`src/rtl/dmem_refill_ctrl.sv`:
```
// Data-memory miss/refill controller: stalls on a load miss and refills the line byte by byte.
// Latency: stall lasts LINE_BYTES+3 cycles with zero-wait grant and back-to-back beats.
// Backpressure: waits in REQ until mem_gnt; FILL holds on mem_rvalid gaps, one extra stall cycle each.
module dmem_refill_ctrl #(
    parameter int LINE_BYTES = 4,
    parameter int CNT_W      = 16
) (
    input  logic              clk,
    input  logic              reset,
    input  logic              p3_mem_valid,
    input  logic [31:0]       p3_mem_address,
    input  logic              hit,
    output logic              stall,
    output logic              mem_req,
    output logic [31:0]       mem_addr,
    input  logic              mem_gnt,
    input  logic              mem_rvalid,
    input  logic [7:0]        mem_rdata,
    output logic              fill_we,
    output logic [31:0]       fill_addr,
    output logic [7:0]        fill_data,
    output logic [CNT_W-1:0]  miss_count
);

    localparam int          BW        = $clog2(LINE_BYTES);
    localparam logic [31:0] ADDR_MASK = 32'(LINE_BYTES - 1);
    localparam logic [BW-1:0] LAST_BEAT = BW'(LINE_BYTES - 1);

    typedef enum logic [1:0] {IDLE, REQ, FILL, DONE} state_t;

    state_t        state;
    logic [BW-1:0] beat_cnt;
    logic [31:0]   line_base;
    logic          miss;

    assign miss = (state == IDLE) & p3_mem_valid & ~hit;

    always_ff @(posedge clk or negedge reset) begin
        if (!reset) begin
            state      <= IDLE;
            beat_cnt   <= '0;
            line_base  <= '0;
            miss_count <= '0;
            mem_req    <= 1'b0;
        end else begin
            case (state)
                IDLE: begin
                    if (miss) begin
                        state     <= REQ;
                        line_base <= p3_mem_address & ~ADDR_MASK;
                        beat_cnt  <= '0;
                        mem_req   <= 1'b1;
                        if (miss_count != '1)
                            miss_count <= miss_count + CNT_W'(1);
                    end
                end
                REQ: begin
                    if (mem_gnt) begin
                        state   <= FILL;
                        mem_req <= 1'b0;
                    end
                end
                FILL: begin
                    if (mem_rvalid) begin
                        beat_cnt <= beat_cnt + BW'(1);
                        if (beat_cnt == LAST_BEAT)
                            state <= DONE;
                    end
                end
                DONE: state <= IDLE;
                default: state <= IDLE;
            endcase
        end
    end

    // The request address is the latched line base; it cannot move while REQ waits for grant.
    assign mem_addr  = line_base;
    assign stall     = miss | (state != IDLE);
    assign fill_we   = (state == FILL) & mem_rvalid;
    assign fill_addr = fill_we ? (line_base + 32'(beat_cnt)) : 32'h0;
    assign fill_data = fill_we ? mem_rdata : 8'h0;

endmodule

```
`config.mk`:
```
export PLATFORM = sky130hd
export DESIGN_NAME = dmem_refill_ctrl
export DESIGN_NICKNAME = d
export VERILOG_FILES = /design/src/rtl/dmem_refill_ctrl.sv
export SDC_FILE = /design/constraint.sdc
export NUM_CORES = 1
export LEC_CHECK = 0
export CAP_MARGIN = 10
export CELL_PAD_IN_SITES_DETAIL_PLACEMENT = 1
export CELL_PAD_IN_SITES_GLOBAL_PLACEMENT = 1
export CORE_AREA = 3 3 72 142
export DETAILED_ROUTE_END_ITERATION = 6
export DIE_AREA = 0 0 75 145
export GPL_ROUTABILITY_DRIVEN = 0
export PLACE_DENSITY = 0.87
export SYNTH_ARGS = -nofsm -noshare
export SYNTH_HDL_FRONTEND = slang
export SYNTH_SLANG_ARGS = --single-unit
```
`constraint.sdc`:
```
create_clock -name clk -period 2.5 [get_ports clk]
set_clock_uncertainty 0.2 [all_clocks]
set_input_delay 0.5 -clock clk [delete_from_list [all_inputs] [get_ports clk]]
set_output_delay 0.5 -clock clk [all_outputs]
set_load 0.02 [all_outputs]
```
# Word level (Yosys, flattened, before mapping)
# Index checks and enable logic that the tools add are counted.
# word_totals
ff_bits,51
latchBits,0
mem_bits_rw,0
romBits,0
in_bits,46
out_inout_bits,91
wordCells,44
n_memories,0
# op_classes
n_addsub,3
multipliers,0
div,0
magnitude_cmp,0
n_eq_ne,9
shift,0
mux,13
n_bitwise,5
n_reduce_logical,9
# op_table
op,n
32-bit by 2-bit adder with 32-bit output,1
32-bit two-way mux,1
"16-bit by 1-bit adder with 16-bit output, second input constant",1
"16-bit != test, second input constant",1
2-bit two-way mux,6
3-bit AND reduction,3
8-bit two-way mux,1
"2-bit != test, second input constant",4
2-bit one-hot mux with 4 select lines,1
"2-bit equality test, second input constant",3
2-bit nonzero test,3
2-bit one-hot mux with 2 select lines,1
4-bit AND reduction,1
1-bit bitwise AND,3
"2-bit by 1-bit adder with 2-bit output, second input constant",1
"2-bit by 1-bit equality test with 1-bit output, second input constant",1
2-bit zero test,1
1-bit two-way mux,2
1-bit one-hot mux with 2 select lines,1
2-bit AND reduction,1
1-bit inverter,1
1-bit bitwise OR,1

# Depth between registers and ports, before layout
# Gate-level depths: netlist of the first run.
# depth
ltp_word,5
mapped_depth,7
mapped_depth_nobuf,6

# Worst setup path before layout of the first run
# No wires, ideal clock.
# synth_path
kind,register to register
startpoint,register state[0]
endpoint,register miss_count[12]
setup_ns,0.125
arrival_ns,1.790
required_ns,2.175
path_slack_ns,0.385
path_stages_with_launch,7
path_buffers,0
synth_period_minus_slack_ns,2.115
path_cell_list,dfrtp_1 inv_1 ha_1 nand3b_4 or3_4 nor3_2 mux2_2
# synth_between
elab_chain_len,4
# synth_lines
item,line,rtl
start: declaration,31,state_t state;
start signal: assignment,40,state <= IDLE;
start signal: assignment,49,state <= REQ;
start signal: assignment,59,state <= FILL;
2-bit zero test (*),"36, 46",
1-bit bitwise AND (2 in a row),36,assign miss = (state == IDLE) & p3_mem_valid & ~hit;
3-bit AND reduction (no source line) (*),n/a,
end signal: assignment,54,miss_count <= miss_count + CNT_W'(1);
end: declaration,22,output logic [CNT_W-1:0] miss_count
# Every way passes the cells marked *; elsewhere a longest branch is shown, timed or not.
# A chain may end at the register's enable or synchronous reset.

# Worst setup path in the final report of the first run
# layout_path
startpoint,input port mem_rvalid
endpoint,output port fill_addr[25]
# layout_between
elab_chain_len,2
# layout_lines
item,line,rtl
start: declaration,17,"input logic mem_rvalid,"
1-bit bitwise AND,79,assign fill_we = (state == FILL) & mem_rvalid;
32-bit two-way mux,80,assign fill_addr = fill_we ? (line_base + 32'(beat_cnt)) : 32'h0;
end: declaration,20,"output logic [31:0] fill_addr,"
# Every way passes these cells.

==> results of run 1 <==
-- power by group through the flow --
stage	clock network (mW)	registers [mW]	logic, mW
floorplan	0	1.67	0.728
global route	0.850	1.44	2.20
detailed placement	0	1.41	2.14
global placement	0	1.38	2.06
CTS	0.829	1.40	2.08
finish	0.795	1.39	2.02
-- final cells by class --
cell class              instances  area share
flip-flops and latches         51       0.316
repair buffers                143       0.303
multi-input cells             213       0.300
clock buffers                   6      0.0344
well taps                     104      0.0322
clock inverters                 2     0.00867
inverters                       6     0.00557
-- how the worst max path moves through the flow --
stage	depth (start not counted)	endpoint	slack (ns)
after detailed placement	4	fill_addr[11]	-0.24
after global routing	5	fill_addr[25]	0.0003
final	4	fill_addr[25]	0.11
after floorplan	6	miss_count[12]	0.39
after global placement	4	fill_addr[19]	-0.23
after CTS	5	fill_addr[11]	0.03
-- sequential cells by signal (all words and copies together) (netlist names) --
register / flops
miss_count: 16
mem_req: 1
mem_addr: 30
beat_cnt: 2
state: 2
-- metal layers --
metal / track usage / vias up
met5: 0 / -
met4: 0.0588 / 0
met3: 0.0361 / 14
met2: 0.310 / 101
met1: 0.165 / 1248
li1: - / 1206
-- cells by family (layout without fill, tap and decap cells) --
logic type / after synthesis / count (layout) / share of synthesized area
AOI/OAI and AO/OA: 11 / 11 / 0.0287
muxes: 3 / 3 / 0.0131
and+or+nand+nor: 177 / 177 / 0.348
other: 1 / 2 / 0.00146
buffers and inverters: 23 / 157 / 0.0364
xor gates and xnor gates: 14 / 14 / 0.0476
DFF: 51 / 51 / 0.495
adders and majority gates: 6 / 6 / 0.0291
-- Yosys cell counts (all sizes together) --
cell	count
a21o	1
a21oi	2
a222oi	1
a22o	3
and2	2
and3	42
buf	2
clkbuf	15
conb	1
dfrtp	51
ha	6
inv	6
mux2	3
nand2	98
nand2b	1
nand3	5
nand3b	1
nand4	8
nor2	8
nor3	8
nor4	2
o21ai	4
or3	2
xnor2	5
xor2	9
-- worst reg2reg max path, cell delays in order, from the launching register on --
cell	delay (ns)
dfrtp_1	0.38
inv_1	0.12
ha_1	0.32
nand3b_4	0.14
or3_4	0.41
nor3_2	0.18
mux2_2	0.36
-- repair_timing --
item | in CTS | in global routing
resized for setup | 42 | 79
pin swaps | 0 | 0
endpoints found under the setup margin | 42 | 40
hold endpoints to repair | 0 | 0
-- metrics by stage --
| stage | cells | power (mW) |
|---|---|---|
| after floorplan | 287 | 2.40 |
| after global placement | 517 | 3.44 |
| after detailed placement | 517 | 3.55 |
| after CTS | 525 | 4.31 |
| after global routing | 525 | 4.49 |
| final | 525 | 4.21 |
==> flow_metrics.py, run 1 <==
metrics = {
    "outcome": {
        "outcome": "completed",
    },
    "clocking": {
        "ctsHoldBuffers": 0,
        "max-clock-path-buffers": 2,
        "clock-sinks": 51,
        "path_clk_slew_ns": 0.06,
        "insertion_delay_ns": 0.29,
        "post-cts-setup-buffers": 0,
        "clockRootBuffer": "clkbuf_16",
        "h-tree-depth": 2,
        "cts-buffers-inserted": 5,
        "cts_tree": "yes",
    },
    "placement": {
        "hpwlAfterDp_mm": 6.96,
        "port_buffers": 132,
        "post-place-ws_ns": -0.240,
        "place_area_sq_mm": 0.00407,
    },
    "finish": {
        "multiInputGateArea_sq_mm": 0.00121,
        "fin_nets": 472,
        "drive_above_1_share": 0.166,
        "fin_util": 0.434,
        "regArea_sq_mm": 0.00128,
        "diodes": 0,
        "final_cell_mix": "nand2_1 (98), clkdlybuf4s50_1 (89), dfrtp_1 (51), and3_1 (42), clkbuf_2 (39)",
        "syn2layout_area_growth_pct": 56.9,
        "final_common_cell": "nand2_1",
        "fillCellCount": 1106,
        "fin_area_sq_mm": 0.00404,
    },
    "drt": {
        "first_iter_violations": 49,
        "first_pass_iters": 4,
        "num_vias": 2569,
        "route.met2.wl_mm": 5.10,
        "viasPerCell": 4.89,
        "highest_layer": "met4",
        "route.detailed.drc": 0,
        "wl_met1_mm": 3.02,
        "dr_wl_met3_microns": 607,
        "wl_per_cell_microns": 17.0,
        "antenna_left": 0,
        "wl_mm": 8.92,
    },
    "setup_path": {
        "r2r_slack_ns": 0.29,
        "crit_path_end_kind": "output pin",
        "slowest_stage": "clkdlybuf4s50_1",
        "cp_top_family": "buffers and inverters",
        "r2r_end": "miss_count[12]",
        "cp.required_ns": 1.80,
        "critPathBufInv": 3,
        "critPathLaunch": "mem_rvalid",
        "cp_cell_sequence": "clkdlybuf4s50_1 -> buf_12 -> and3_1 -> clkdlybuf4s15_1",
        "timing.rr.start": "state[0]",
        "slowest_delay_ns": 0.51,
        "path_max_fanout": 43,
        "critPathLaunchType": "input pin",
        "cp.arrival_ns": 1.69,
        "crit_type": "input pin to output pin",
        "r2r.worst_path.cells": 6,
    },
    "sta": {
        "hold_viol": 0,
        "relSlewSlack": 0.591,
        "holdWs_ns": 0.0200,
        "timing.fmax_ghz": 0.418,
        "slew_viol_final": 0,
        "min_period_ns": 2.39,
        "period_share": 0.957,
        "tns_ns": 0,
        "tightest_slew_ns": 0.614,
        "layout_setup_ws_ns": 0.108,
        "rsz0062_at_grt": "no",
        "setup_viol": 0,
    },
    "power": {
        "p_sw_frac": 0.402,
        "ir_worst_vdd_mv": 0.687,
        "switchingPower_mw": 1.69,
        "p_seq_frac": 0.330,
        "comb_power_share": 0.481,
        "p_int_mw": 2.52,
        "clkPwrFrac": 0.189,
        "power_leakage_nw": 2.15,
        "powerDensity_mw_per_mm2": 1040,
    },
    "synth": {
        "netlist_instances": 286,
        "yosysTopAreaCell": "dfrtp_1",
        "syn_avg_cell_area_sq_um": 9.01,
        "seq_area_frac_synth": 0.495,
        "ys_warn_count": 0,
        "yosysUniqueCellTypes": 30,
        "synth.area.top_cells": "dfrtp_1 (50%), nand2_1 (14%), and3_1 (10%)",
        "ys_ff_latch": 51,
        "yosysTopAreaCellShare": 0.495,
        "synth_area_sq_mm": 0.00258,
    },
    "floorplan": {
        "rows": 50,
        "die_area_sq_mm": 0.0109,
        "fp.dieH_microns": 145,
        "core_sq_mm": 0.00932,
        "num_io_pins": 137,
        "die_w_microns": 75,
        "start_util": 0.276,
    },
    "global_routing": {
        "overflow": 0,
        "antenna_found_initial": 0,
        "grt_max_degree": 47,
        "grt.total_usage": 0.164,
        "grt_pass1_wl_mm": 13.8,
        "grt_pass1_vias": 2721,
    },
    "min_path": {
        "hold_class": "input pin to async pin",
    },
    "run": {
        "maxCapViolations": 0,
    },
}
Power figures use the tool's default switching activity.
==> inputs of run 2 (changes only) <==
Settings changed: PLACE_DENSITY 0.87 to not set, PLACE_DENSITY_LB_ADDON set to 0.1.
==> flow_metrics.py, run 2 (synthesized netlist as in run 1, its figures left out) <==
metrics = {
    "setup_path": {
        "cp_cell_sequence": "clkdlybuf4s50_1 -> buf_12 -> and3_1 -> dlygate4sd2_1",
        "crit_type": "input pin to output pin",
        "cp.arrival_ns": 1.73,
        "r2r_slack_ns": 0.33,
        "slowest_delay_ns": 0.51,
        "critPathLaunchType": "input pin",
        "slowest_stage": "clkdlybuf4s50_1",
        "cp.required_ns": 1.80,
        "path_max_fanout": 43,
        "crit_path_end_kind": "output pin",
    },
    "floorplan": {
        "fp.dieH_microns": 145,
        "die_w_microns": 75,
        "num_io_pins": 137,
        "die_area_sq_mm": 0.0109,
        "core_sq_mm": 0.00932,
        "rows": 50,
        "start_util": 0.276,
    },
    "drt": {
        "first_pass_iters": 4,
        "route.detailed.drc": 0,
        "num_vias": 2532,
        "viasPerCell": 4.82,
        "first_iter_violations": 115,
        "wl_per_cell_microns": 17.0,
        "wl_mm": 8.90,
        "antenna_left": 0,
    },
    "sta": {
        "relSlewSlack": 0.650,
        "layout_setup_ws_ns": 0.0718,
        "period_share": 0.971,
        "setup_viol": 0,
        "slew_viol_final": 0,
        "tightest_slew_ns": 0.525,
        "timing.fmax_ghz": 0.412,
        "min_period_ns": 2.43,
        "rsz0062_at_grt": "no",
        "hold_viol": 0,
    },
    "placement": {
        "port_buffers": 132,
        "dp_cells": 518,
        "place_area_sq_mm": 0.00409,
        "hpwlAfterDp_mm": 6.86,
        "post-place-ws_ns": -0.254,
    },
    "global_routing": {
        "grt_util_met2": 0.323,
        "grt_max_degree": 44,
        "antenna_found_initial": 0,
        "top_usage_layer": "met2",
        "grt_pass1_wl_mm": 14.1,
        "grt_pass1_vias": 2724,
        "grt_use_met3": 0.0284,
        "grt_use_met1": 0.176,
        "overflow": 0,
        "grt.total_usage": 0.171,
    },
    "clocking": {
        "cts-buffers-inserted": 5,
        "clock-sinks": 51,
        "insertion_delay_ns": 0.29,
        "max-clock-path-buffers": 2,
        "h-tree-depth": 2,
        "path_clk_slew_ns": 0.06,
        "clockRootBuffer": "clkbuf_16",
        "cts_tree": "yes",
    },
    "finish": {
        "final_cell_mix": "nand2_1 (98), clkdlybuf4s50_1 (89), dfrtp_1 (51), and3_1 (42), clkdlybuf4s15_1 (20)",
        "fin_area_sq_mm": 0.00415,
        "final_cell_count_no_fill": 525,
        "largest_register_ff_count": 30,
        "diodes": 0,
        "fin_nets": 474,
        "final_common_cell": "nand2_1",
        "syn2layout_area_growth_pct": 61.0,
        "drive_above_1_share": 0.107,
    },
    "power": {
        "powerDensity_mw_per_mm2": 988,
        "ir_worst_vdd_mv": 0.449,
        "power_leakage_nw": 2.15,
    },
    "run": {
        "maxCapViolations": 0,
    },
    "outcome": {
        "outcome": "completed",
    },
    "min_path": {
        "hold_class": "register to register",
    },
}
run 2: final cells by class:
| cell class | instances | area, sq um |
|---|---|---|
| multi-input combinational | 213 | 1220 |
| fill | 1082 | 5170 |
| sequential | 51 | 1280 |
| inverter | 6 | 22.5 |
| clock buffer | 6 | 129 |
| timing repair buffer | 145 | 1370 |
| tap | 104 | 130 |
run 2: metrics by stage:
stage                util  power [mW]  hold WS, ns  setup TNS (ns)
finish              0.445        4.10        0.295               0
global route        0.445        4.41        0.336               0
CTS                 0.448        4.19        0.301               0
detailed placement  0.438        3.59        0.284           -8.75
global placement    0.438        3.53        0.279           -8.52
floorplan               -        2.40      0.00441               0
run 2: final timing paths:
path,cells after the start,from,to
min reg2reg,2,mem_addr[18],mem_addr[18]
max,4,mem_rvalid,fill_addr[23]
min in group asynchronous,2,reset,mem_addr[18]
max reg2reg,6,state[0],miss_count[12]
min,2,mem_addr[18],mem_addr[18]
max in group asynchronous,3,reset,miss_count[3]
run 2: what timing repair did:
item,4_1_cts,5_1_grt
resized for setup,44,48
pin swaps,0,0
hold buffers,1,0
endpoints found under the setup margin,42,34
setup buffers,0,0
hold endpoints to repair,16,0
run 2: critical path: cells and delay by family:
| kind | cells | cell delay (ns) |
|---|---|---|
| buffers and inverters | 3 | 1.04 |
| AND/OR/NAND/NOR | 1 | 0.17 |
run 2: power by group:
| group | leakage, nW | total [mW] | switching (mW) | internal [mW] |
|---|---|---|---|---|
| registers | 0.654 | 1.39 | 0.260 | 1.13 |
| clock network | 0.0628 | 0.638 | 0.278 | 0.360 |
| logic | 1.44 | 2.07 | 1.12 | 0.953 |
| total | 2.15 | 4.10 | 1.66 | 2.44 |
run 2: per-layer routing:
layer | up-vias | part of all wire
li1 | 1210 | -
met1 | 1223 | 0.35
met2 | 88 | 0.58
met3 | 11 | 0.050
met4 | 0 | 0.019
met5 | - | 0
